[src/rtl/fft_host_ctrl.sv]
// Host-side sequencer for the in-place FFT core.
// It streams one frame of samples into the core and pulses start.
// It then waits for completion, or for a timeout.
// Finally it reads the results back onto an output stream through a 2-entry skid buffer.
//
// state    | meaning
// ---------+-------------------------------------------------------------
// ST_LOAD  | accept samples, write them to core addresses 0..N-1
// ST_START | last write on the bus; pulse fft_sig next
// ST_WAIT  | wait for fft_done or timer terminal count (sets sticky err)
// ST_READ  | issue reads 0..N-1, drain results, exit on m_last handshake
module fft_host_ctrl #(
   parameter int LOGN     = 12,
   parameter int CW       = 64,
   parameter bit REV_READ = 1'b1,
   parameter int TIMEOUT  = 65535
) (
   input  logic            clk_i,
   input  logic            rst_i,
   input  logic            s_valid_i,
   output logic            s_ready_o,
   input  logic [CW-1:0]   s_data_i,
   output logic            m_valid_o,
   input  logic            m_ready_i,
   output logic [CW-1:0]   m_data_o,
   output logic            m_last_o,
   output logic            fft_sig_o,
   output logic            fft_we_o,
   output logic            fft_rev_o,
   output logic [LOGN-1:0] fft_addr_o,
   output logic [CW-1:0]   fft_din_o,
   input  logic [CW-1:0]   fft_dout_i,
   input  logic            fft_done_i,
   output logic            busy_o,
   output logic            err_o
);

   typedef enum logic [1:0] {ST_LOAD, ST_START, ST_WAIT, ST_READ} state_t;

   localparam logic [LOGN-1:0] ADDR_LAST = '1;
   localparam logic [15:0]     TMO_LAST  = 16'(TIMEOUT - 1);

   state_t          state_q;
   logic [LOGN-1:0] wcnt_q;
   logic [15:0]     timer_q;
   logic            s_ready_q;
   logic            fft_sig_q;
   logic            fft_we_q;
   logic            fft_rev_q;
   logic [LOGN-1:0] fft_addr_q;
   logic [CW-1:0]   fft_din_q;
   logic            err_q;

   // fft_addr_q doubles as the read pointer; rd_pend_q marks the read whose data is on fft_dout
   logic            rd_pend_q;
   logic            rd_pend_last_q;
   logic            rd_all_q;

   logic [CW-1:0]   buf_data_q [2];
   logic            buf_last_q [2];
   logic            buf_wr_q;
   logic            buf_rd_q;
   logic [1:0]      buf_cnt_q;

   logic            s_accept;
   logic            m_pop;
   logic            rd_issue;
   logic [2:0]      rd_need;
   logic [2:0]      rd_limit;

   assign s_accept  = s_valid_i && s_ready_q;
   assign m_valid_o = (buf_cnt_q != 2'd0);
   assign m_data_o  = buf_data_q[buf_rd_q];
   assign m_last_o  = m_valid_o && buf_last_q[buf_rd_q];
   assign m_pop     = m_valid_o && m_ready_i;

   // Issue a read only if the buffer can still hold it after the pending capture,
   // counting a pop this cycle as a freed slot so a streaming sink sees 1 word/clk.
   always_comb begin
      rd_need  = {1'b0, buf_cnt_q} + {2'b00, rd_pend_q};
      rd_limit = 3'd2 + {2'b00, m_pop};
      rd_issue = (state_q == ST_READ) && !rd_all_q && (rd_need < rd_limit);
   end

   // Sequencer and all registered core-side outputs
   always_ff @(posedge clk_i) begin
      if (rst_i) begin
         state_q        <= ST_LOAD;
         wcnt_q         <= '0;
         timer_q        <= '0;
         s_ready_q      <= 1'b1;
         fft_sig_q      <= 1'b0;
         fft_we_q       <= 1'b0;
         fft_rev_q      <= 1'b0;
         fft_addr_q     <= '0;
         fft_din_q      <= '0;
         err_q          <= 1'b0;
         rd_pend_q      <= 1'b0;
         rd_pend_last_q <= 1'b0;
         rd_all_q       <= 1'b0;
      end else begin
         fft_we_q  <= 1'b0;
         fft_sig_q <= 1'b0;
         rd_pend_q <= 1'b0;
         unique case (state_q)
            ST_LOAD: begin
               if (s_accept) begin
                  fft_we_q   <= 1'b1;
                  fft_addr_q <= wcnt_q;
                  fft_din_q  <= s_data_i;
                  wcnt_q     <= wcnt_q + 1'b1;
                  if (wcnt_q == ADDR_LAST) begin
                     s_ready_q <= 1'b0;
                     state_q   <= ST_START;
                  end
               end
            end
            ST_START: begin
               fft_sig_q <= 1'b1;
               timer_q   <= '0;
               state_q   <= ST_WAIT;
            end
            ST_WAIT: begin
               if (fft_done_i || (timer_q == TMO_LAST)) begin
                  if (!fft_done_i) begin
                     err_q <= 1'b1;
                  end
                  state_q    <= ST_READ;
                  fft_rev_q  <= REV_READ;
                  fft_addr_q <= '0;
                  rd_all_q   <= 1'b0;
               end else begin
                  timer_q <= timer_q + 16'd1;
               end
            end
            ST_READ: begin
               if (rd_issue) begin
                  rd_pend_q      <= 1'b1;
                  rd_pend_last_q <= (fft_addr_q == ADDR_LAST);
                  fft_addr_q     <= fft_addr_q + 1'b1;
                  if (fft_addr_q == ADDR_LAST) begin
                     rd_all_q <= 1'b1;
                  end
               end
               if (m_pop && m_last_o) begin
                  state_q   <= ST_LOAD;
                  s_ready_q <= 1'b1;
                  fft_rev_q <= 1'b0;
                  rd_all_q  <= 1'b0;
               end
            end
            default: state_q <= ST_LOAD;
         endcase
      end
   end

   // Two-entry result buffer: capture core data one cycle after issue, drain on handshake
   always_ff @(posedge clk_i) begin
      if (rst_i) begin
         buf_data_q <= '{default: '0};
         buf_last_q <= '{default: 1'b0};
         buf_wr_q   <= 1'b0;
         buf_rd_q   <= 1'b0;
         buf_cnt_q  <= 2'd0;
      end else begin
         if (rd_pend_q) begin
            buf_data_q[buf_wr_q] <= fft_dout_i;
            buf_last_q[buf_wr_q] <= rd_pend_last_q;
            buf_wr_q             <= ~buf_wr_q;
         end
         if (m_pop) begin
            buf_rd_q <= ~buf_rd_q;
         end
         buf_cnt_q <= buf_cnt_q + {1'b0, rd_pend_q} - {1'b0, m_pop};
      end
   end

   assign s_ready_o  = s_ready_q;
   assign fft_sig_o  = fft_sig_q;
   assign fft_we_o   = fft_we_q;
   assign fft_rev_o  = fft_rev_q;
   assign fft_addr_o = fft_addr_q;
   assign fft_din_o  = fft_din_q;
   assign err_o      = err_q;
   assign busy_o     = !((state_q == ST_LOAD) && (wcnt_q == '0));

endmodule
[config.mk]
export PLATFORM = sky130hd
export DESIGN_NAME = fft_host_ctrl
export DESIGN_NICKNAME = d
export VERILOG_FILES = /design/src/rtl/fft_host_ctrl.sv
export SDC_FILE = /design/constraint.sdc
export NUM_CORES = 1
export LEC_CHECK = 0
export CORE_ASPECT_RATIO = 0.5
export CORE_MARGIN = 3
export CORE_UTILIZATION = 48
export CTS_BUF_LIST = sky130_fd_sc_hd__clkbuf_16
export DETAILED_ROUTE_END_ITERATION = 16
export PLACE_DENSITY_LB_ADDON = 0.3
export REMOVE_ABC_BUFFERS = 1
export SETUP_SLACK_MARGIN = 0.5
export SLEW_MARGIN = 30
export SYNTH_ARGS = -nofsm -noshare
export SYNTH_HDL_FRONTEND = slang
export SYNTH_SLANG_ARGS = --single-unit
[constraint.sdc]
create_clock -name clk_i -period 2.4 [get_ports clk_i]
set_input_delay 0.24 -clock clk_i [delete_from_list [all_inputs] [get_ports clk_i]]
set_output_delay 0.24 -clock clk_i [all_outputs]
set_load 0.005 [all_outputs]
After elaboration in Yosys (flattened, before gate mapping)
Cells that the tools add are included.
{"block": "op_classes", "addsub": 7, "magnitude_cmp": 4, "eq_ne": 14, "n_mux": 38, "bitwise": 7, "reduce_logical": 29}
{"op": "$mux 64", "count": 4}
{"op": "$bwmux 128", "count": 1}
{"op": "$demux 64 s1", "count": 1}
{"op": "$mux 12", "count": 3}
{"op": "$pmux 12 s3", "count": 1}
{"op": "$pmux 16 s2", "count": 1}
{"op": "$add 12x1->12 const B", "count": 2}
{"op": "$eq 12x12->1 const B", "count": 2}
{"op": "$add 16x1->16 const B", "count": 1}
{"op": "$eq 16x16->1 const B", "count": 1}
{"op": "$mux 1", "count": 16}
{"op": "$mux 16", "count": 1}
{"op": "$reduce_and 4->1", "count": 4}
{"op": "$logic_not 12->1", "count": 1}
{"op": "$ne 2x2->1 const B", "count": 5}
{"op": "$logic_and 1x1->1", "count": 8}
{"op": "$mux 2", "count": 4}
{"op": "$pmux 2 s4", "count": 1}
{"op": "$reduce_bool 2->1", "count": 4}
{"op": "$pmux 1 s2", "count": 3}
{"op": "$reduce_and 2->1", "count": 3}
{"op": "$reduce_and 3->1", "count": 2}
{"op": "$not 1->1", "count": 5}
{"op": "$eq 2x2->1 const B", "count": 2}
{"op": "19 further kinds", "count": 23}
{"block": "totals", "ff_bits": 248, "in_bits": 133, "output_inout_bits": 148}

Logic depth before layout (Yosys ltp)
{"block": "depth", "word_depth": 8, "ltp_mapped": 9, "mapped_depth_nobuf": 8}

Worst setup path before layout
No wires, ideal clock.
{"block": "synth_path", "path_type": "reg-to-reg", "startpoint": "register timer_q[0]", "endpoint": "register fft_addr_q[4], in the netlist fft_addr_o[4]", "setup_ps": 80, "arrival_ps": 2006, "path_slack_ps": 314, "stages_incl_launch_ff": 9, "n_path_buf": 1, "period_less_slack_ps": 2086, "cell_sequence": "dfxtp_1 inv_1 ha_1 nand4_1 or4_4 a211oi_4 buf_4 a21oi_2 a211oi_2"}
{"block": "synth_via", "elab_chain_cells": 4}
{"element": "from (decl)", "line_no": "45", "rtl": "logic [15:0] timer_q;"}
{"element": "from (signal assigned)", "line_no": "133", "rtl": "timer_q <= timer_q + 16'd1;"}
{"element": "$eq 16x16->1", "line_no": "124", "rtl": "if (fft_done_i || (timer_q == TMO_LAST)) begin"}
{"element": "$logic_or 1x1->1", "line_no": "124"}
{"element": "$ne 2x2->1 (no line)"}
{"element": "$reduce_and 4->1 (no line)"}
{"element": "to (signal assigned)", "line_no": "109", "rtl": "fft_addr_q <= wcnt_q;"}
{"element": "to (signal assigned)", "line_no": "140", "rtl": "fft_addr_q <= fft_addr_q + 1'b1;"}
{"element": "to (decl)", "line_no": "50", "rtl": "logic [LOGN-1:0] fft_addr_q;"}
Every way passes these cells.
A chain may end at the register's enable or synchronous reset.

Worst setup path in the final report
{"block": "layout_path", "startpoint": "register timer_q[0]", "endpoint": "register fft_addr_q[0], in the netlist fft_addr_o[0]"}
The elaborated chain is that of the path after synthesis.

==> summary.md <==
| Metric | Value |
|---|---|
| Register-to-Register Path Depth | `10` |
| Io pins | `281` |
| Synth top area share | `between 40% and 50%` |
| Buf/Inv on CP | `4` |
| Hold path startpoint | `rst_i` |
| Global-route wire length before repair | `around 50,000 um` |
| Setup TNS Final | `0 ns` |
| Fill count | `between 1,000 and 1,500` |
| Crit path max-delay family | `simple AND/OR/NAND/NOR gates` |
| Worst R2R Start | `timer_q[0]` |
| Peak per-stage delay on the critical path | `roughly 0.57 ns` |
| Max Slew Vio Count | `0` |
| Synth area leaders | `dfxtp_1, nand2_1, a21oi_1` |
| Worst relative slew slack | `57.2%` |
| Post-Route WL | `32,600 um` |
| Slowest CP cell | `or4_4` |
| Hpwl dp | `slightly below 20,000 um` |
| Reg-to-reg endpoint | `fft_addr_o[0]` |
| RSZ-0062 raised after global routing | `true` |
| Post-route ant nets | `0` |
| Setup Slack @ Placement | `between 0.1 and 0.15 ns` |
| Most frequent cells in the layout | `nand2_1, dfxtp_1, clkdlybuf4s50_1, a21oi_1, buf_6` |
| H-tree depth | `1` |
| WP data required | `~2.8 ns` |
| Initial antenna violation count | `1` |
| Worst setup SP type | `register` |
| Most common cell after layout, fill and taps aside | `nand2_1` |
| Asr flop ratio synth | `0%` |
| Mapped Area | `between 10,000 and 15,000 um^2` |
| Cell Rows | `36` |
| Register area share after synthesis | `slightly below 50%` |
| Distinct cells, synth | `between 40 and 50` |
| Starting density of the core | `about half` |
| Hold Path Class | `input pin to register` |
| Most frequent cell on the critical path | `buf_4` |
| Number of synthesized flops with an enable pin | `0` |
| Crit path time final | `2.19 ns` |
| DR vias | `approximately 10,000` |
| Cell taking the most area after synthesis | `dfxtp_1` |
| Met3 wire len | `approximately 2400 um` |
| First-pass DRT Iterations | `5` |
| Status | `completed` |
| CTS Root Cell | `clkbuf_16` |
| Kind of critical path | `register to register` |
| Tot GR Track Use | `a little over a quarter` |
| Cell Chain, Critical Path | `inv_4 -> ha_4 -> nand4_1 -> or4_4 -> a211oi_4 -> buf_4 -> buf_12 -> buf_4 -> nor2_4 -> a211oi_2` |
| Buffers on Ports | `between 200 and 300` |
| Largest net degree at the start of global routing | `80` |
| Clock Path Buffers | `3` |
| Hold slack | `slightly above 0.2 ns` |
| Top_reg_cell synth | `dfxtp_1` |
| Post-DR wirelength/cell | `17.7 um` |
| Final setup viols | `0` |
| Max_cap viols | `0` |
| Final worst-path cycle share | `between 90% and 100%` |
| Core area | `20,100 um^2` |
| Synthesized flop and latch total | `approximately 250` |
| Crit. End Element | `register` |
| Routed wl met2 | `around 16,000 um` |
| ANT cells | `0` |
| Worst hold stages | `2` |
| Cell count after synthesis | `about 1,300` |
| Setup Skew | `0.0112 ns` |
| Vias in the first global route | `about 10,000` |
| Worst-Margin Slew | `about 0.64 ns` |
| Die H | `109 um` |
| Hold path endpoint | `fft_din_o[15]` |
| R2R setup slack | `around 0.21 ns` |
| Clock Pin Slew Worst Setup and Hold Paths | `about 0.070 ns` |
| Highest layer used for signal routing | `met5` |
| Leakage | `about 5.6 nW` |
| Synth-to-layout area growth | `48.5%` |
| DIE AREA | `~23,000 um^2` |
| Synth warnings | `0` |
| Worst-Skew Late Latency | `around 0.5 ns` |
| Worst VDD drop | `roughly 0.54 mV` |
| Wire length on met1 | `approximately 13,000 um` |
| CP Data Arrival Time | `about 2.6 ns` |
| Fmax | `0.458 GHz` |
| NumNets Final | `1,708` |
| Setup ws final | `roughly 0.21 ns` |
| CTS tree | `yes` |
| CTS Hold Bufs | `0` |
| Crit Path Max Fanout | `6` |
| Post-route DRC | `0` |
| Layout cells sized above 1 | `between 10% and 20%` |
| 1st-iter DRT viols | `756` |
| Mapped Avg Cell Area | `roughly 8.1 um^2` |
| Overflow after GRT | `0` |
| # clock sinks | `between 200 and 250` |
| Die X | `between 200 and 250 um` |
| Power per cell area | `790 nW/um^2` |
| Via/cell ratio | `5.44` |
| Hold Vio Cnt, Final | `0` |
| CTS Buf Count | `22` |
| Gpl congestion | `0.831` |
-- through the flow --
step	power, mW	cells	instance area [um^2]	util, %
global route	12.5	1839	15100	75.2
finish	12.0	1839	15100	75.2
global placement	7.50	1736	13300	65.8
CTS	11.6	1812	14600	72.6
floorplan	6.03	1169	9860	-
detailed placement	7.56	1736	13300	65.8
-- state kept, by name (all words and copies together), names as in the netlist, 2 cells and up --
register and flops:
state_q 2, fft_din_o 64, buf_cnt_q 2, buf_last_q 2
timer_q 16, fft_addr_o 12, wcnt_q 12, buf_data_q 128
-- how the worst max path moves through the flow --
stage               start            end  slack [ns]  depth (start not counted)
3_3_place_gp   timer_q[0]  fft_addr_o[3]        0.25                          8
3_5_place_dp   timer_q[0]  fft_addr_o[5]        0.12                          8
5_1_grt        timer_q[0]  fft_addr_o[5]        0.17                          9
6_report       timer_q[0]  fft_addr_o[0]        0.21                         10
2_1_floorplan  state_q[0]      wcnt_q[5]       -0.49                          6
4_1_cts          buf_rd_q   m_data_o[62]        0.30                          5
-- layer usage --
metal	vias up	GRT usage, %
met2	365	48.2
met4	2	6.30
met5	-	0
met1	4767	31.7
met3	66	6.38
li1	4799	-
-- kinds of logic after synthesis --
logic type,synth area share [%]
compound gates,14.3
xor+xnor,2.32
fa+ha+maj,1.72
buf+inv,3.83
flops,48.7
mux,7.17
simple gates,22.0
-- Yosys cell counts, drive strengths merged (10+ instances only) --
master / n
a21oi: 215
buf: 21
clkbuf: 65
dfxtp: 248
ha: 14
inv: 16
mux2: 64
nand2: 415
nand3: 18
nand4: 14
nor2: 41
nor3: 10
o21ai: 13
xnor2: 11
xor2: 16
-- worst register-to-register path, cell delays in order, from the launching register on --
cell	delay [ns]
dfxtp_4	0.37
inv_4	0.06
ha_4	0.12
nand4_1	0.10
or4_4	0.57
a211oi_4	0.29
buf_4	0.17
buf_12	0.12
buf_4	0.12
nor2_4	0.03
a211oi_2	0.16
-- what timing repair did --
action | 4_1_cts | 5_1_grt
endpoints found under the setup margin | 89 | 100
resized for setup | 278 | 160
setup buffers | 32 | 24
gates cloned | 8 | 3
pin swaps | 16 | 8
-- power breakdown --
part | internal [mW] | switching [mW]
combinational | 2.17 | 1.79
clock | 1.72 | 1.53
sequential | 4.47 | 0.280
-- layout make-up --
class                   instances  area, um^2  area share, %
well taps                     266         333           2.20
inverters                      16        62.6          0.413
repair buffers                368        3860           25.5
clock inverters                13        56.3          0.372
multi-input cells             905        5270           34.8
clock buffers                  23         576           3.80
flip-flops and latches        248        4990           33.0
Power figures use the tool's default switching activity.
